File: src/rtl/vram_arb_pkg.sv
// rtl/vram_arb_pkg.sv - shared state encoding and round-robin pick helper for the vram write arbiter
package vram_arb_pkg;

  typedef enum logic [1:0] {
    ST_IDLE  = 2'd0,
    ST_CLEAR = 2'd1,
    ST_RUN   = 2'd2,
    ST_DONE  = 2'd3
  } state_t;

  localparam int MAX_NR = 16;

  // First set bit of valid searching upward from ptr+1 (mod nr); returns ptr when nothing is valid.
  // The loop walks from farthest to nearest so the nearest candidate is written last and wins.
  function automatic logic [3:0] rr_pick(input logic [15:0] valid, input logic [3:0] ptr, input int nr);
    int idx;
    rr_pick = ptr;
    for (int k = MAX_NR; k >= 1; k--) begin
      if (k <= nr) begin
        idx = (int'(ptr) + k) % nr;
        if (valid[idx[3:0]]) rr_pick = idx[3:0];
      end
    end
  endfunction

endpackage

File: src/rtl/vram_wr_arbiter_rr_arbiter.sv
// rtl/vram_wr_arbiter_rr_arbiter.sv - NR-wide round-robin grant with its pointer register
module rr_arbiter
  import vram_arb_pkg::*;
#(
  parameter int NR = 4
) (
  input  logic                  clk,
  input  logic                  rst_n,
  input  logic                  advance,
  input  logic [NR-1:0]         valid,
  output logic [$clog2(NR)-1:0] grant,
  output logic                  any
);

  localparam int PW = $clog2(NR);

  logic [PW-1:0] ptr;

  // Grant is purely combinational from the current pointer and the valid vector.
  always_comb begin
    grant = PW'(rr_pick(16'(valid), 4'(ptr), NR));
    any   = |valid;
  end

  // Pointer moves to the last granted engine only on an accepted handshake.
  always_ff @(posedge clk) begin
    if (!rst_n) ptr <= PW'(NR - 1);
    else if (advance) ptr <= grant;
  end

endmodule

File: src/rtl/vram_wr_arbiter.sv
// rtl/vram_wr_arbiter.sv - frame sequencer sharing the vram write port among NR engines; VRAM_WR_ARB_STATS_EN adds stall_cnt
module vram_wr_arbiter
  import vram_arb_pkg::*;
#(
  parameter int NR   = 4,
  parameter int IMAW = 19,
  parameter int IMDW = 8,
  parameter int IMD  = 480000
) (
  input  logic                 clk,
  input  logic                 rst_n,
  input  logic                 clk_en,
  input  logic                 start,
  input  logic                 clear_en,
  input  logic [IMDW-1:0]      fill_dat,
  input  logic [NR-1:0]        req_valid,
  output logic [NR-1:0]        req_ready,
  input  logic [NR*IMAW-1:0]   req_adr,
  input  logic [NR*IMDW-1:0]   req_dat,
  output logic                 vram_we,
  output logic [IMAW-1:0]      vram_adr_w,
  output logic [IMDW-1:0]      vram_dat_w,
  output logic                 busy,
  output logic                 done,
  output logic                 adr_err,
  output logic [IMAW-1:0]      pix_cnt
`ifdef VRAM_WR_ARB_STATS_EN
  ,
  output logic [31:0]          stall_cnt
`endif
);

  localparam int            PW       = $clog2(NR);
  localparam logic [IMAW:0] IMD_W    = (IMAW + 1)'(IMD);
  localparam logic [IMAW-1:0] LAST_ADR = IMAW'(IMD - 1);

  if (IMD < 1 || IMD > 2 ** IMAW || NR < 2 || NR > MAX_NR) begin : g_param_check
    $error("vram_wr_arbiter: bad NR/IMD/IMAW combination");
  end

  state_t          state, nxt_state;
  logic [PW-1:0]   grant;
  logic            any, hs, start_frame;
  logic [IMAW-1:0] g_adr, clr_adr, nxt_clr_adr, nxt_adr, nxt_pix;
  logic [IMDW-1:0] g_dat, fill_q, nxt_fill, nxt_dat;
  logic            nxt_we, nxt_err;

  rr_arbiter #(.NR(NR)) u_rr (
    .clk     (clk),
    .rst_n   (rst_n),
    .advance (hs),
    .valid   (req_valid),
    .grant   (grant),
    .any     (any)
  );

  // Handshake qualifiers and the single ready bit for the granted engine.
  always_comb begin
    hs          = (state == ST_RUN) && clk_en && any;
    start_frame = ((state == ST_IDLE) || (state == ST_DONE)) && start;
    g_adr       = req_adr[int'(grant) * IMAW +: IMAW];
    g_dat       = req_dat[int'(grant) * IMDW +: IMDW];
    req_ready   = '0;
    if (hs) req_ready[grant] = 1'b1;
  end

  // Next state and next values of the write register and frame counters.
  always_comb begin
    nxt_state   = state;
    nxt_we      = 1'b0;
    nxt_adr     = vram_adr_w;
    nxt_dat     = vram_dat_w;
    nxt_pix     = pix_cnt;
    nxt_err     = adr_err;
    nxt_clr_adr = clr_adr;
    nxt_fill    = fill_q;
    case (state)
      ST_IDLE, ST_DONE: begin
        if (start) begin
          nxt_state   = clear_en ? ST_CLEAR : ST_RUN;
          nxt_pix     = '0;
          nxt_err     = 1'b0;
          nxt_clr_adr = '0;
          nxt_fill    = fill_dat;
        end
      end
      ST_CLEAR: begin
        nxt_we  = 1'b1;
        nxt_adr = clr_adr;
        nxt_dat = fill_q;
        if (clr_adr == LAST_ADR) begin
          nxt_state   = ST_RUN;
          nxt_pix     = '0;
          nxt_clr_adr = '0;
        end else begin
          nxt_clr_adr = clr_adr + 1'b1;
        end
      end
      ST_RUN: begin
        if (hs) begin
          if ({1'b0, g_adr} < IMD_W) begin
            nxt_we  = 1'b1;
            nxt_adr = g_adr;
            nxt_dat = g_dat;
            nxt_pix = pix_cnt + 1'b1;
            if (({1'b0, pix_cnt} + 1'b1) == IMD_W) nxt_state = ST_DONE;
          end else begin
            nxt_err = 1'b1;
          end
        end
      end
      default: nxt_state = ST_IDLE;
    endcase
  end

  // State, write port and status registers; everything holds while clk_en is low.
  always_ff @(posedge clk) begin
    if (!rst_n) begin
      state      <= ST_IDLE;
      vram_we    <= 1'b0;
      vram_adr_w <= '0;
      vram_dat_w <= '0;
      pix_cnt    <= '0;
      adr_err    <= 1'b0;
      clr_adr    <= '0;
      fill_q     <= '0;
      busy       <= 1'b0;
      done       <= 1'b0;
    end else if (clk_en) begin
      state      <= nxt_state;
      vram_we    <= nxt_we;
      vram_adr_w <= nxt_adr;
      vram_dat_w <= nxt_dat;
      pix_cnt    <= nxt_pix;
      adr_err    <= nxt_err;
      clr_adr    <= nxt_clr_adr;
      fill_q     <= nxt_fill;
      busy       <= (nxt_state == ST_CLEAR) || (nxt_state == ST_RUN);
      done       <= (nxt_state == ST_DONE);
    end
  end

`ifdef VRAM_WR_ARB_STATS_EN
  logic [32:0] stall_sum;

  // Every valid engine that lost this cycle's grant adds one stall.
  always_comb begin
    stall_sum = {1'b0, stall_cnt} + 33'($countones(req_valid)) - 33'd1;
  end

  // Saturating stall counter, cleared at each frame start.
  always_ff @(posedge clk) begin
    if (!rst_n) stall_cnt <= '0;
    else if (clk_en) begin
      if (start_frame) stall_cnt <= '0;
      else if (hs) stall_cnt <= stall_sum[32] ? 32'hFFFF_FFFF : stall_sum[31:0];
    end
  end
`endif

endmodule

File: config.mk
export PLATFORM = sky130hd
export DESIGN_NAME = vram_wr_arbiter
export DESIGN_NICKNAME = d
export VERILOG_FILES = /design/src/rtl/vram_arb_pkg.sv /design/src/rtl/vram_wr_arbiter_rr_arbiter.sv /design/src/rtl/vram_wr_arbiter.sv
export SDC_FILE = /design/constraint.sdc
export NUM_CORES = 1
export LEC_CHECK = 0
export BUFFER_PORTS_ARGS = -buffer_cell sky130_fd_sc_hd__buf_2
export CORE_MARGIN = 1
export CORE_UTILIZATION = 30
export CTS_CLUSTER_SIZE = 24
export DETAILED_ROUTE_END_ITERATION = 10
export MAX_ROUTING_LAYER = met4
export PLACE_DENSITY_LB_ADDON = 0.12
export SETUP_SLACK_MARGIN = 0.1
export SYNTH_ARGS = -nofsm -noshare
export SYNTH_HDL_FRONTEND = slang
export SYNTH_SLANG_ARGS = --single-unit
File: constraint.sdc
create_clock -name clk -period 6.78 [get_ports clk]
set_input_delay 0.339 -clock clk [delete_from_list [all_inputs] [get_ports clk]]
set_output_delay 0.339 -clock clk [all_outputs]
set_load 0.05 [all_outputs]
==> flow_metrics.tcl <==
set metrics [dict create \
    status "complete, no violations" \
    cp-startpoint "u_rr.ptr[1]" \
    rsz0062_at_grt "false" \
    place_congestion 0.849 \
    antenna_cells 0 \
    power_frac_comb 0.283 \
    cts_resized 0 \
    ys_seq_area_frac 0.302 \
    hold_violations 0 \
    ys_ff_latch 81 \
    area_delta_synth_final_pct 23.5 \
    grt-ovfl-total 0 \
    io_buffers 178 \
    multi_input_area_um2 3490 \
    internal-power_w 0.000874 \
    grt_max_degree 65 \
    clock.fmax_mhz 231 \
    dr.pass1.iters 5 \
    cts_buffer_depth 2 \
    min_to "fill_q[1]" \
    synth_ff_type "dfxtp_1" \
    crit_fanout 64 \
    drt_iter0_markers 245 \
    power_leakage_nw 2.73 \
    r2r_end "vram_dat_w[4]" \
    ir_drop_uv 120 \
    cp-start-kind "flop" \
    layout_commonest_cell "buf_2" \
    mostFrequentLayoutCells "178 x buf_2, 89 x nand2_1, 81 x dfxtp_1, 76 x mux2i_1, 43 x o211ai_1" \
    synth-edff-count 0 \
    postRouteAntennaNets 0 \
    cts_hold_buf 0 \
    endpoint_kind "flop" \
    crit_type "flop to flop" \
    path_clk_slew_ps 60 \
    ctsRootBufferMaster "clkbuf_16" \
    final_net_count 923 \
    hold_ws_ps 234 \
    antenna_found_initial 0 \
    clk_latency_ps 340 \
    grt_pass1_vias 5202 \
    cts_sinks 81 \
    finClkSkew_ps 4.66 \
    wl_per_cell_um 16.2 \
    dieArea_um2 18400 \
    synth_warnings 0 \
    dp_hpwl_um 12000 \
    report.final.slew_viol_count 0 \
    ys_async_sr_fraction 0 \
    die-height_um 136 \
    sw_frac_of_total 0.341 \
    tns_ps 0 \
    grt_usage 0.190 \
    pwr-share-clk 0.335 \
    hold_class "primary input to flop" \
    maxSlewHeadroom 0.185 \
    maxCapViolations 0 \
    postLayoutCoreUtil 0.381 \
    cts_setup_buffers 0 \
    p_per_area_nw_per_um2 201 \
    nFillCells 1818 \
    die_x_um 136 \
    cp.arrival_ps 4530 \
    cts_buffers 9 \
    setup_violations 0 \
    htreeDepth 3 \
    period_minus_slack_ps 4320 \
    fin_ws_ps 2460 \
    tightest_slew_ps 1210 \
    placed_cells 1007 \
    tritoncts "done" \
    routed_wl_um 16600 \
    grt_pass1_wl_um 26600 \
    ios 179 \
    cp.required_ps 6990 \
    switching_power_w 0.000453 \
    ff_latch_area_um2 1620 \
    avgSynthCellArea_um2 8.29 \
    drc 0 \
    vias 5366 \
    post-route-period-util 0.637 \
    hold_start "fill_dat[1]" \
    place_ws_ps 2470 \
    power.share.sequential 0.382 \
    stdcell_count 1023 \
    ys_types 57 \
    worstRegToRegCells 11 \
    viasPerCell 5.25 \
    rr_startpoint "u_rr.ptr[1]" \
    layout-drive-gt1-share 0.305 \
    rows 48 \
    core_region_area_um2 17400 \
    rrSetupSlack_ps 2460 \
    postSynthCellCount 647 \
    syn_nets 777 \
    initial_utilization 0.309 \
    worstHoldPathCells 3 \
    synthesis.area_um2 5360 \
]
[worst max path at each step]
| stage | endpoint | cells past startpoint |
|---|---|---|
| finish | vram_dat_w[4] | 11 |
| global route | vram_dat_w[0] | 11 |
| CTS | vram_dat_w[0] | 11 |
| detailed placement | vram_adr_w[6] | 11 |
| global placement | vram_dat_w[7] | 11 |
| floorplan | busy | 13 |
[power groups by stage]
stage / combinational [W] / clock (W) / sequential [W]
global route: 0.000413 / 0.000477 / 0.000509
global placement: 0.000372 / 0 / 0.000517
CTS: 0.000381 / 0.000458 / 0.000507
floorplan: 0.000235 / 0 / 0.000561
finish: 0.000376 / 0.000445 / 0.000507
detailed placement: 0.000379 / 0 / 0.000518
[final cells by class]
class,instances,share of cell area
Multi-Input combinational cell,510,0.527
Sequential cell,81,0.245
Timing Repair Buffer,185,0.143
Tap cell,225,0.0425
Clock buffer,10,0.0346
Clock inverter,6,0.00529
Inverter,6,0.00340
[metrics by stage]
step	total power (W)	instance area, µm²
2_1_floorplan	0.000796	5360
3_3_place_gp	0.000889	6360
3_5_place_dp	0.000896	6360
4_1_cts	0.00135	6620
5_1_grt	0.00140	6620
6_report	0.00133	6620
[Yosys cell counts, drive strengths merged (15+ instances only)]
cell | instances | area share
o21ai | 24 | 0.022
clkbuf | 30 | 0.021
xor2 | 15 | 0.025
a21oi | 23 | 0.021
nand3 | 21 | 0.020
mux2 | 16 | 0.034
nor2 | 40 | 0.028
dfxtp | 81 | 0.30
o211ai | 43 | 0.060
nand2 | 89 | 0.062
a211oi | 25 | 0.045
buf | 20 | 0.023
nor3 | 16 | 0.015
mux2i | 77 | 0.14
[metal layers]
metal	GRT usage	up-vias	routed length (µm)
met5	-	-	0
met4	0.0718	0	226
met3	0.0374	17	1120
met2	0.290	213	7470
met1	0.246	2443	7760
li1	-	2693	-
[registers in the layout (all words and copies together), names as in the netlist]
| signal | flops |
|---|---|
| vram_we | 1 |
| busy | 1 |
| adr_err | 1 |
| pix_cnt | 19 |
| vram_adr_w | 19 |
| done | 1 |
| clr_adr | 19 |
| fill_q | 8 |
| vram_dat_w | 8 |
| u_rr.ptr | 2 |
| state | 2 |
[critical path: stages (launching register included)]
cell and delay, ps:
dfxtp_1 460, nand2b_1 140, a21oi_1 100, a311oi_4 270
buf_4 690, mux2i_1 170, mux2i_1 240, nand3_1 710
a32o_1 640, a21o_1 210, buf_4 260, mux2i_1 180
[logic make-up (layout without fill, tap and decap cells)]
group / after synthesis / after routing / synth area share
muxes: 93 / 93 / 0.178
and+or+nand+nor: 235 / 235 / 0.210
xor gates and xnor gates: 18 / 18 / 0.0294
adders and majority gates: 5 / 5 / 0.0117
AOI/OAI and AO/OA: 159 / 159 / 0.221
buffers and inverters: 56 / 207 / 0.0478
DFF: 81 / 81 / 0.302
(Power assumes the default switching activity.)
